<file path="src/rtl/tt10_lab_2_pkg.sv">
// rtl/tt10_lab_2_pkg.sv - shared constants, payload type and decode function for the lab-2 datapath
// Purpose: word width, shift-flag bit position, stage payload layout and the
//          decode function that recovers A from {C, B, shift}.
// Ports:   none (package)
package tt10_lab_2_pkg;

  localparam int DATA_W    = 8;
  localparam int SHIFT_BIT = 7;

  // Stage-1 payload: raw encoded word, key and the transmitted shift flag.
  typedef struct packed {
    logic [DATA_W-1:0] c;
    logic [DATA_W-1:0] b;
    logic              shift;
  } s1_payload_t;

  localparam int S1_W = $bits(s1_payload_t);
  localparam int S2_W = DATA_W + 1;

  // Returns {err, data}. A shifted word lost A[7] on the way out, but the flag
  // tells us it was 1; its LSB must be the zero shifted in by the encoder.
  function automatic logic [DATA_W:0] decode(input logic [DATA_W-1:0] c,
                                             input logic [DATA_W-1:0] b,
                                             input logic              shift);
    logic [DATA_W-1:0] a;
    logic              err;
    if (shift) begin
      a   = {1'b1, c[DATA_W-1:1] ^ b[DATA_W-2:0]};
      err = c[0];
    end else begin
      a   = c ^ b;
      err = a[SHIFT_BIT];
    end
    return {err, a};
  endfunction

endpackage

</file>
<file path="src/rtl/tt10_lab_2_pipe_slice.sv">
// rtl/tt10_lab_2_pipe_slice.sv - one valid/ready register slice with parameterised payload
// Purpose: single elastic pipeline stage; accepts when empty or draining.
// Ports:   clk, rst_n          clock, synchronous active-low reset
//          in_valid/in_ready   upstream handshake, in_data payload in
//          out_valid/out_ready downstream handshake, out_data payload out
module tt10_lab_2_pipe_slice #(
  parameter int W = 8
) (
  input  logic         clk,
  input  logic         rst_n,
  input  logic         in_valid,
  output logic         in_ready,
  input  logic [W-1:0] in_data,
  output logic         out_valid,
  input  logic         out_ready,
  output logic [W-1:0] out_data
);

  // Can take a word when empty, or when the held word leaves this cycle.
  assign in_ready = !out_valid || out_ready;

  always_ff @(posedge clk) begin
    if (!rst_n) begin
      out_valid <= 1'b0;
      out_data  <= '0;
    end else if (in_valid && in_ready) begin
      out_valid <= 1'b1;
      out_data  <= in_data;
    end else if (out_ready) begin
      out_valid <= 1'b0;
    end
  end

endmodule

</file>
<file path="src/rtl/tt10_lab_2_decoder.sv">
// rtl/tt10_lab_2_decoder.sv - two-stage elastic lab-2 decoder with word/error counters
// Purpose: recovers A from encoded word C, key B and shift flag; flags
//          inconsistent words; counts delivered words and delivered errors.
// Ports:   clk, rst_n                      clock, synchronous active-low reset
//          enc_data, key, enc_shift        input word C, key B, shift flag
//          in_valid/in_ready               input handshake
//          dec_data, dec_err               recovered A and consistency error
//          out_valid/out_ready             output handshake
//          clr_cnt                         synchronous counter clear
//          word_count, err_count           delivered words (wraps), errors (saturates)
module tt10_lab_2_decoder
  import tt10_lab_2_pkg::*;
#(
  parameter int CNT_W = 8
) (
  input  logic              clk,
  input  logic              rst_n,
  input  logic [DATA_W-1:0] enc_data,
  input  logic [DATA_W-1:0] key,
  input  logic              enc_shift,
  input  logic              in_valid,
  output logic              in_ready,
  output logic [DATA_W-1:0] dec_data,
  output logic              dec_err,
  output logic              out_valid,
  input  logic              out_ready,
  input  logic              clr_cnt,
  output logic [CNT_W-1:0]  word_count,
  output logic [CNT_W-1:0]  err_count
);

  s1_payload_t       s1_in;
  s1_payload_t       s1_q;
  logic [S1_W-1:0]   s1_data;
  logic              s1_valid;
  logic              s2_ready;
  logic [S2_W-1:0]   s2_in;
  logic [S2_W-1:0]   s2_data;
  logic              xfer;

  assign s1_in = '{c: enc_data, b: key, shift: enc_shift};

  // Stage 1 ready chains through stage 2, giving
  // in_ready = !s1_valid || !s2_valid || out_ready.
  tt10_lab_2_pipe_slice #(.W(S1_W)) u_stage1 (
    .clk       (clk),
    .rst_n     (rst_n),
    .in_valid  (in_valid),
    .in_ready  (in_ready),
    .in_data   (s1_in),
    .out_valid (s1_valid),
    .out_ready (s2_ready),
    .out_data  (s1_data)
  );

  assign s1_q  = s1_payload_t'(s1_data);
  assign s2_in = decode(s1_q.c, s1_q.b, s1_q.shift);

  tt10_lab_2_pipe_slice #(.W(S2_W)) u_stage2 (
    .clk       (clk),
    .rst_n     (rst_n),
    .in_valid  (s1_valid),
    .in_ready  (s2_ready),
    .in_data   (s2_in),
    .out_valid (out_valid),
    .out_ready (out_ready),
    .out_data  (s2_data)
  );

  assign dec_err  = s2_data[S2_W-1];
  assign dec_data = s2_data[DATA_W-1:0];

  assign xfer = out_valid && out_ready;

  // Clear wins over a same-cycle delivery; that delivery goes uncounted.
  always_ff @(posedge clk) begin
    if (!rst_n) begin
      word_count <= '0;
      err_count  <= '0;
    end else if (clr_cnt) begin
      word_count <= '0;
      err_count  <= '0;
    end else if (xfer) begin
      word_count <= word_count + CNT_W'(1);
      if (dec_err && (err_count != {CNT_W{1'b1}})) begin
        err_count <= err_count + CNT_W'(1);
      end
    end
  end

endmodule

</file>
<file path="config.mk">
export PLATFORM = sky130hd
export DESIGN_NAME = tt10_lab_2_decoder
export DESIGN_NICKNAME = d
export VERILOG_FILES = /design/src/rtl/tt10_lab_2_pkg.sv /design/src/rtl/tt10_lab_2_pipe_slice.sv /design/src/rtl/tt10_lab_2_decoder.sv
export SDC_FILE = /design/constraint.sdc
export NUM_CORES = 1
export LEC_CHECK = 0
export BUFFER_PORTS_ARGS = -buffer_cell sky130_fd_sc_hd__buf_4
export CORE_ASPECT_RATIO = 1.4
export CORE_UTILIZATION = 45
export CTS_BUF_LIST = sky130_fd_sc_hd__clkbuf_4 sky130_fd_sc_hd__clkbuf_8
export CTS_CLUSTER_SIZE = 10
export DETAILED_ROUTE_END_ITERATION = 8
export PLACE_DENSITY_LB_ADDON = 0.08
export SLEW_MARGIN = 25
export SYNTH_ARGS = -nofsm -noshare
export SYNTH_HDL_FRONTEND = slang
export SYNTH_SLANG_ARGS = --single-unit
</file>
<file path="constraint.sdc">
create_clock -name clk -period 2.4 [get_ports clk]
set_clock_uncertainty 0.05 [all_clocks]
set_input_delay 0.48 -clock clk [delete_from_list [all_inputs] [get_ports clk]]
set_output_delay 0.48 -clock clk [all_outputs]
set_load 0.005 [all_outputs]
</file>
### Word level (Yosys, flattened, before mapping)

Index checks and enable logic that the tools add are counted.

* register bits: 44
* input port bits: 22
* output and inout port bits: 27

* add/subtract/negate cells: 2
* equal/unequal tests: 1
* mux-type cells: 6
* bitwise gates (word level): 3
* reduce and logical (&&, ||, !) cells: 12

Operators with widths (count)
* adder 8 x 1 -> 8 bit, second input constant: 2
* 2-to-1 mux 8 bit: 1
* inequality test 8 bit, second input constant: 1
* XOR 8 bit: 1
* XOR 7 bit: 1
* 2-to-1 mux 1 bit: 5
* logical AND 1 bit: 4
* nonzero test 2 bit: 2
* logical NOT 1 bit: 2
* logical OR 1 bit: 2
* AND reduction 2 bit: 1
* OR reduction 2 bit: 1
* NOT 1 bit: 1

### Longest topological paths before layout

* word-level depth: 5
* mapped depth: 6
* gate-level depth less buffers: 5

### Modules after synthesis

A second synthesis with hierarchy kept.

* cells, all modules: 225
* area, all modules: 2064.5 µm²

Modules (own cells, without submodules)
* tt10_lab_2_decoder: times used 1, cells an instance 102, area each 908.4 µm²
* tt10_lab_2_pipe_slice at u_stage1: times used 1, cells an instance 79, area each 740.7 µm²
* tt10_lab_2_pipe_slice at u_stage2: times used 1, cells an instance 44, area each 415.4 µm²

### Worst setup path after synthesis

OpenSTA, ideal clock, no wires.

* path kind: register to register
* start point: register err_count[0]
* end point: register err_count[5]
* arrival: 1575 ps
* required time: 2280 ps
* path slack: 705 ps
* cell stages (with the launch flop): 6
* buffers on the path: 0
* clock period less this slack: 1695 ps
* cell sequence: dfxtp_1 > ha_1 > and3_1 > a21o_4 > or4_1 > a21oi_1

* longest elaborated chain between the ends: 3
* elaborated cells between the ends (all ways): 4

Ends and longest elaborated chain
* start: declaration: line tt10_lab_2_decoder.sv:29 `output logic [CNT_W-1:0] err_count`
* start signal: assignment: line tt10_lab_2_decoder.sv:86 `err_count <= err_count + CNT_W'(1);`
* parallel branches: the longest is 3 deep, another holds adder 8 x 1 -> 8 bit

Parallel ways; which one is timed is not known.
A chain may end at the register's enable or synchronous reset.

### Worst setup path after layout

Same ends and word-level chain as after synthesis.

==> results.ini <==
[detailed_routing]
drt_iter0_drc = 53
dr.pass1.iters = 6
routedWlPerCell_um = 12.2
drc = 4
ant_nets = 0
num_vias = 1556
wirelength_mm = 3.75
viasPerCell = 5.05

[logic_synthesis]
ys_async_sr_fraction = 0
yosysSeqAreaShare = 0.452
yosys.area_share.simple = 0.215
synth-edff-count = 0
synthAdderAreaFrac = 0.0129
synth_compound_area_frac = 0.134
syn_nets = 240
netlist_area_um2 = 1950
yosysWarningCount = 0
ys_ff_latch = 44
synth-main-ff-cell = dfxtp_1
synth_top_family_by_area = simple AND/OR/NAND/NOR gates
synth_top_area_frac = 0.452
synth.distinct_cells = 39
synth-xor-area-share = 0.0765
yosysTopAreaCell = dfxtp_1
yosys-mux-area-fraction = 0.0771
synth_area_leaders = dfxtp_1 45%, nand2_1 8.1%, mux2i_1 7.7%
syn_avg_cell_area_um2 = 9.01
synth_most_common_cell = dfxtp_1
synth_common_cells = 44 x dfxtp_1, 42 x nand2_1, 18 x a21boi_0
synth_cells = 216

[clocking]
clk_latency_ps = 290
cts_setup_buffers = 0
cts.clk_slew.worst_paths_ps = 80
root_buffer = clkbuf_8
cts_buffers = 5
h-tree-depth = 2
clock-sinks = 44
cts_resized = 0
hold_buffers = 0
cts_tree = done
clockBufferDepth = 2

[power_and_ir_drop]
switching_share = 0.222
switchingPower_mw = 0.312
power_leakage_nw = 0.974
combPwrFrac = 0.098
seq_power_share = 0.554
internal-power_mw = 1.09
powerDensity_nw_per_um2 = 576
ir_drop_mv = 0.467
power_mw = 1.40
clockPowerShare = 0.347

[cells_and_area]
layout-drive-gt1-share = 0.249
final_cell_area_um2 = 2440
final_net_count = 288
stdcell_count = 308
synthToLayoutAreaGrowth_pct = 25.1
num_antenna_cells = 0
final_util = 0.601

[timing]
period_needed_ps = 1780
layout_setup_ws_ps = 623
grt_setup_unrepaired = no
setup_tns_ps = 0
finalHoldViolations = 0
tightest_slew_ps = 632
setup_viol = 0
timing.slew.headroom = 0.578
hold_slack_ps = 397
max_freq_ghz = 0.563
finalMaxSlewViolations = 0
post-route-period-util = 0.741

[place]
numPlacedInstances = 300
pre_cts_ws_ps = 634
dpl.hpwl_mm = 2.68
io_buffers = 48
place_area_um2 = 2340
gp_routability_congestion = 0.780

[setup_path]
crit_fanout = 6
critPathSlowestCell = or4_1
critPathRequiredTime_ps = 2560
r2r.worst_path.cells = 5
crit_chain = ha_1 > and3_1 > a21o_4 > or4_1 > a21oi_1
end_kind = flip-flop
rrSetupSlack_ps = 620
cp.arrival_ps = 1940
critPathLaunchType = flip-flop
path_class = flip-flop to flip-flop
r2r_end = err_count[5]
r2r_start = err_count[0]
cpPeakStageDelay_ps = 470

[run_status]
status = finished, violations left
violations = design-rule violations

[hold_path]
hold_start = key[4]
holdPathStages = 3
hold_path_class = input port to flip-flop
hold_end = u_stage1.out_data[5]

[floorplan]
die_y_um = 79.8
io-pin-count = 49
dieWidth_um = 57.6
die-area_um2 = 4600
start_util = 0.480
num_rows = 27
core-area_um2 = 4050

[global_route]
track_usage = 0.178
grt_start_max_net_pins = 30
grt_overflow = 0
antenna_found_initial = 0
grt_pass1_vias = 1478
grt_pass1_wl_mm = 6.31

[run]
cap_violations = 0

-- worst max-delay path: cells and delay by family, from the launching register on --
| kind | cells | cell delay, ps |
|---|---|---|
| AOI/OAI and AO/OA | 2 | 390 |
| adders and majority gates | 1 | 230 |
| DFF | 1 | 340 |
| and+or+nand+nor | 2 | 690 |
-- power groups by stage --
stage          clock [mW]  sequential (mW)  combinational [mW]
2_1_floorplan           0            0.787              0.0866
5_1_grt             0.543            0.781               0.154
3_3_place_gp            0            0.794               0.139
4_1_cts             0.504            0.778               0.141
6_report            0.487            0.777               0.138
3_5_place_dp            0            0.795               0.141
-- flip-flops by register name (all words and copies together), names as in the netlist --
name                count
err_count               8
u_stage1.out_data      17
u_stage1.out_valid      1
u_stage2.out_data       9
u_stage2.out_valid      1
word_count              8
-- cell families after synthesis --
family / after synthesis
buf+inv: 15
xor+xnor: 17
simple gates: 87
flops: 44
compound gates: 36
fa+ha+maj: 2
mux: 15
-- placed cells by master (no fill, tap or decap), types with 2 or more instances in the layout --
master / netlist / routed
a21boi_0: 18 / 18
a21oi_1: 6 / 6
buf_4: 1 / 51
clkbuf_4: 0 / 2
clkbuf_8: 0 / 6
dfxtp_1: 44 / 44
ha_1: 2 / 2
inv_1: 5 / 5
mux2i_1: 15 / 15
nand2_1: 42 / 42
nand2b_1: 2 / 2
nand3_1: 6 / 6
nor2_1: 12 / 12
nor2b_1: 9 / 9
nor3_1: 2 / 2
o21a_1: 2 / 2
o21ai_0: 3 / 3
o31ai_1: 2 / 2
or3_1: 2 / 2
xnor2_1: 13 / 13
xor2_1: 4 / 4
-- per-layer routing --
metal / global-route usage / wire [um]
met5: 0 / 0
met4: 0.0732 / 53
met3: 0.0405 / 146
met2: 0.331 / 1970
met1: 0.188 / 1580
-- final cells by class --
cell class / instances / area (um^2)
Fill cell: 402 / 1620
Multi-Input combinational cell: 157 / 1000
Sequential cell: 44 / 881
Timing Repair Buffer: 51 / 383
Clock buffer: 8 / 97.6
Tap cell: 43 / 53.8
Inverter: 5 / 18.8
-- worst max path at each step --
stage                       from      endpoint  slack [ps]  cells past startpoint
floorplan           err_count[0]  err_count[5]         710                      5
global placement    err_count[0]  err_count[5]         670                      5
detailed placement  err_count[0]  err_count[5]         630                      5
CTS                 err_count[0]  err_count[5]         610                      5
global route        err_count[0]  err_count[5]         490                      5
finish              err_count[0]  err_count[5]         620                      5
Power figures use the tool's default switching activity.
